--- config.mk ---
export PLATFORM = sky130hd
export DESIGN_NAME = mem_responder_flat
export DESIGN_NICKNAME = d
export VERILOG_FILES = /design/src/rtl/mem_if.sv /design/src/rtl/mem_responder.sv /design/src/flat_wrapper.sv
export SDC_FILE = /design/constraint.sdc
export NUM_CORES = 2
export LEC_CHECK = 0
export BUFFER_PORTS_ARGS = -buffer_cell sky130_fd_sc_hd__buf_2
export CAP_MARGIN = 20
export CORE_UTILIZATION = 38
export DETAILED_ROUTE_END_ITERATION = 16
export GPL_ROUTABILITY_DRIVEN = 0
export HOLD_SLACK_MARGIN = 0.02
export PLACE_DENSITY = 0.58
export SLEW_MARGIN = 25
export SYNTH_ARGS = -nofsm -noshare
export SYNTH_HDL_FRONTEND = slang
export SYNTH_SLANG_ARGS = --single-unit
--- constraint.sdc ---
create_clock -name clk -period 3.8 [get_ports clk]
set_input_delay 0 -clock clk [delete_from_list [all_inputs] [get_ports clk]]
set_output_delay 0 -clock clk [all_outputs]
set_load 0.02 [all_outputs]
--- src/rtl/mem_if.sv ---
// mem_if: req/ack load/store bus between the CPU memory stage and the data memory responder
interface mem_if;
  logic        req;
  logic        we;
  logic [31:0] addr;
  logic [31:0] wdata;
  logic [31:0] rdata;
  logic        ack;
  logic        err;
  logic        busy;
  modport master (output req, we, addr, wdata, input rdata, ack, err, busy);
  modport slave  (input req, we, addr, wdata, output rdata, ack, err, busy);
endinterface

--- src/rtl/mem_responder.sv ---
// mem_responder: word-addressed data memory answering one request at a time after a fixed wait-state latency
module mem_responder #(
  parameter int          DEPTH   = 64,
  parameter int          LATENCY = 2,
  parameter logic [31:0] BASE    = 32'h0000_0000
) (
  input logic   clk,
  input logic   reset,
  mem_if.slave  bus
);
  localparam int AW = $clog2(DEPTH);
  typedef enum logic [1:0] {IDLE, WAIT, RESP} state_t;
  state_t          state_q, state_d;
  logic [3:0]      count_q, count_d;
  logic            we_q;
  logic [31:0]     addr_q, wdata_q, rdata_q;
  logic [31:0]     mem [DEPTH];
  logic [32:0]     a33, lo, hi, off;
  logic [AW-1:0]   idx;
  logic            valid, cap, fire;
  // 33-bit range check so BASE+4*DEPTH cannot wrap at the top of the address space
  assign a33   = {1'b0, addr_q};
  assign lo    = {1'b0, BASE};
  assign hi    = lo + 33'(4 * DEPTH - 4);
  assign off   = a33 - lo;
  assign idx   = AW'(off >> 2);
  assign valid = addr_q[1:0] == 2'b00 && a33 >= lo && a33 <= hi;
  assign cap   = state_q == IDLE && bus.req;
  assign fire  = state_q == WAIT && count_q == 4'd0;
  always_comb begin
    state_d = state_q;
    count_d = state_q == IDLE ? 4'(LATENCY - 1) : count_q - 4'd1;
    unique case (state_q)
      IDLE:    state_d = bus.req ? WAIT : IDLE;
      WAIT:    state_d = count_q == 4'd0 ? RESP : WAIT;
      default: state_d = IDLE;
    endcase
  end
  always_ff @(posedge clk or posedge reset) begin
    if (reset) begin
      state_q <= IDLE;
      count_q <= '0;
      we_q    <= 1'b0;
      addr_q  <= '0;
      wdata_q <= '0;
      rdata_q <= '0;
    end else begin
      state_q <= state_d;
      count_q <= count_d;
      if (cap) {we_q, addr_q, wdata_q} <= {bus.we, bus.addr, bus.wdata};
      if (fire && valid && !we_q) rdata_q <= mem[idx];
    end
  end
  // storage is deliberately not reset; its state only advances through committed stores
  always_ff @(posedge clk) begin
    if (fire && valid && we_q) mem[idx] <= wdata_q;
  end
  assign bus.ack   = state_q == RESP;
  assign bus.err   = state_q == RESP && !valid;
  assign bus.busy  = state_q != IDLE;
  assign bus.rdata = rdata_q;
endmodule

--- src/flat_wrapper.sv ---
// flat-port wrapper written by rule: the top's interface ports become plain ports
module mem_responder_flat 
#(
  parameter int          DEPTH   = 64,
  parameter int          LATENCY = 2,
  parameter logic [31:0] BASE    = 32'h0000_0000
)
  (clk, reset, bus_req, bus_we, bus_addr, bus_wdata, bus_rdata, bus_ack, bus_err, bus_busy);
  mem_if bus_i ();
  input logic clk;
  input logic reset;
  input wire logic [$bits(bus_i.req)-1:0] bus_req;
  input wire logic [$bits(bus_i.we)-1:0] bus_we;
  input wire logic [$bits(bus_i.addr)-1:0] bus_addr;
  input wire logic [$bits(bus_i.wdata)-1:0] bus_wdata;
  output wire logic [$bits(bus_i.rdata)-1:0] bus_rdata;
  output wire logic [$bits(bus_i.ack)-1:0] bus_ack;
  output wire logic [$bits(bus_i.err)-1:0] bus_err;
  output wire logic [$bits(bus_i.busy)-1:0] bus_busy;
  assign bus_i.req = bus_req;
  assign bus_i.we = bus_we;
  assign bus_i.addr = bus_addr;
  assign bus_i.wdata = bus_wdata;
  assign bus_rdata = bus_i.rdata;
  assign bus_ack = bus_i.ack;
  assign bus_err = bus_i.err;
  assign bus_busy = bus_i.busy;
  mem_responder #(.DEPTH(DEPTH), .LATENCY(LATENCY), .BASE(BASE)) u_core (.clk(clk), .reset(reset), .bus(bus_i));
endmodule
==> metrics.md <==
| Metric | Value |
|---|---|
| Post-Syn Nets | `4271` |
| # Post-CTS Setup Buffers | `0` |
| Vias per cell | `5.99` |
| Area of the core | `213000 sq um` |
| Routed wire length | `264000 microns` |
| Nets@finish | `4852` |
| Die Area | `217000 sq um` |
| YS warnings | `0` |
| Seq/Total Area, Yosys | `78.4%` |
| PwrDens | `774 nW/um^2` |
| Most frequent cells after synthesis | `edfxtp_1, mux2i_1, mux4_2` |
| H-tree lvl count | `4` |
| Net Switching | `26.0 mW` |
| Internal power | `49.1 mW` |
| Drt pass-1 iters | `5` |
| Number of global-route vias before repair | `45568` |
| Setup Viol. Count Final | `0` |
| Arrival time worst endpoint | `4.47 ns` |
| Number of cells produced by synthesis | `4202` |
| Inserted Clock Buffers | `214` |
| Root Buffer | `clkbuf_16` |
| Gate power share | `29.4%` |
| Total global routing overflow | `0` |
| Mapped cell area | `81700 sq um` |
| Area grow syn2layout | `18.8%` |
| Area contributors post-synth | `edfxtp_1, mux4_2, dfrtp_1, mux2i_1, a221oi_1` |
| Clk sink count | `2151` |
| Max-Cap Viols | `0` |
| Layout cells sized above 1 | `25.6%` |
| Hold Vio Cnt, Final | `0` |
| Number of synthesized register bits | `2151` |
| Worst-margin pin slew | `1.14 ns` |
| Num ports | `103` |
| Leakage | `31.2 nW` |
| Largest net degree at the start of global routing | `66` |
| EDFF count, synth | `2048` |
| Die W | `466 microns` |
| Slew Limit Fails | `0` |
| Crit path launch type | `flip-flop` |
| Final min period | `3.72 ns` |
| Global-route wire length before repair | `365000 microns` |
| Setup TNS | `0 ns` |
| PortBufs | `102` |
| Worst EP required | `4.56 ns` |
| Wire per inst | `33.8 microns` |
| Hold WS | `0.0555 ns` |
| Setup WS post-layout | `0.0849 ns` |
| Critical path start-end classification | `reg -> reg` |
| Die height | `466 microns` |
| Most numerous cell in the Yosys netlist | `edfxtp_1` |
| Multi-input logic area | `17000 sq um` |
| CTS tree | `built` |
| Reg area | `64100 sq um` |
| Max clock buf depth | `3` |
| Final period util | `97.8%` |
| Clk pwr share | `27.5%` |
| Initial drt markers | `6710` |
| Worst skew pair latency | `0.85 ns` |
| DP HPWL | `164000 microns` |
| Max Fclk | `269 MHz` |
| Starting density of the core | `38.4%` |
| Syn_area_per_cell | `19.4 sq um` |
| Final ANT Viol Nets | `0` |
| Most used DFF post-synth | `edfxtp_1` |
| Initial antenna violation count | `14` |
| Worst Path Max Fanout | `17` |
| Vias | `46662` |
| Post-synth top area share | `75.3%` |
| Post-synth ARST share | `4.79%` |
| Seq pwr share | `43.1%` |
| Slew headroom | `23.8%` |
| Num rows | `169` |
| DRC violations left | `0` |
| Count of cell types in the netlist | `70` |
| Final core utilization | `45.6%` |
| GRT Total Usage | `24.0%` |
| Reg clk slew, reported paths | `0.06 ns` |
| Status | `finished, final reports clean` |
| Switching part of the total | `34.6%` |
| Peak supply drop | `0.631 mV` |
| Yosys top cell by area | `edfxtp_1` |
| Class of the worst hold path | `in -> reg` |
| Layout fillers | `17899` |
| CP Capture Type | `flip-flop` |
| Setup WS pre-CTS | `0.235 ns` |
| Clock skew | `0.0373 ns` |
| RSZ-0062 raised after global routing | `false` |
## logic make-up after synthesis
group                      synth area share (%)
AOI/OAI and AO/OA                          7.06
xor gates and xnor gates                 0.0214
adders and majority gates                0.0153
buffers and inverters                      1.59
DFF                                        78.4
muxes                                      10.6
and+or+nand+nor                            2.28
## worst max-delay path, cell delays in order, from the launching register on
cell and delay (ns):
dfrtp_1 0.92, nand2_1 0.48, nor2_2 0.56, buf_4 0.28
a22oi_1 0.09, o21ai_0 0.77, nor4_2 0.27, a31oi_1 0.22
## sequential cells by signal, summed over array words and instances, names as in the netlist
signal,cells
u_core.addr_q,32
u_core.bus.rdata,32
u_core.count_q,4
u_core.mem,2048
u_core.state_q,2
u_core.wdata_q,32
u_core.we_q,1
## cell usage in the layout, fill, tap and decap left out, drive strengths merged, types with 8 or more instances in the layout
cell type    netlist  final
nor3b              8      8
mux2i            256    256
a221oi           199    199
nor3              15     15
dlygate4sd3        0    137
clkbuf           124    275
o32ai             11     11
bufinv             0     15
edfxtp          2048   2048
mux2             115    115
o2111ai            9      9
nand4             14     14
nor2b             10     10
a21oi             54     54
a211oi             9      9
nor4              12     12
a22oi            151    151
inv                8     16
o22a              20     20
a221o             18     18
buf              145    497
nand2            100    100
a31oi             25     25
dfrtp            103    103
mux4             214    214
a22o              23     23
o21ai            102    102
and3              13     13
nor2             176    176
nand3             15     15
o22ai            113    113
clkinv             1     98
## path summary, 6_finish.rpt
check	startpoint	end	slack, ns	cells past startpoint
worst max-delay path	u_core.addr_q[7]	u_core.bus.rdata[7]	0.08	7
worst min-delay path	bus_addr[4]	u_core.addr_q[4]	0.06	4
worst max register to register	u_core.addr_q[7]	u_core.bus.rdata[7]	0.08	7
worst min register to register	u_core.state_q[1]	u_core.state_q[0]	0.48	1
max in group asynchronous	reset	u_core.wdata_q[8]	2.34	5
min in group asynchronous	reset	u_core.wdata_q[27]	0.40	4
## timing repair
item / 4_1_cts / 5_1_grt
resized for setup: 0 / 0
endpoints found under the setup margin: 0 / 0
hold buffers: 137 / 0
endpoints found under the hold margin: 169 / 0
## routing by layer
metal	vias up	share of wire, %	GRT usage (%)
met3	458	11	5.59
li1	18751	-	-
met4	4	3.3	7.78
met2	2919	46	37.3
met1	24530	40	33.5
met5	-	0.010	0
## through the flow
stage               power [mW]  cells  area [sq um]
CTS                       74.9   7787         97100
global route              77.0   7787         97100
global placement          54.0   7250         88900
floorplan                 42.9   4202         81700
detailed placement        54.3   7251         88900
finish                    75.1   7790         97100
## power groups by stage
stage / logic [mW] / registers, mW / clock network [mW]
3_3_place_gp: 21.3 / 32.7 / 0
5_1_grt: 22.7 / 32.5 / 21.8
2_1_floorplan: 10.7 / 32.1 / 0
3_5_place_dp: 21.5 / 32.8 / 0
4_1_cts: 21.7 / 32.3 / 20.9
6_report: 22.1 / 32.4 / 20.7
## layout make-up
cell class	instances	area share (%)
diodes	3	0.00773
well taps	2821	3.64
multi-input cells	1773	17.5
flip-flops and latches	2151	66.1
repair buffers	634	5.74
clock buffers	275	5.92
inverters	9	0.0425
clock inverters	124	1.07
No activity file was read; power rests on OpenSTA's default activity.
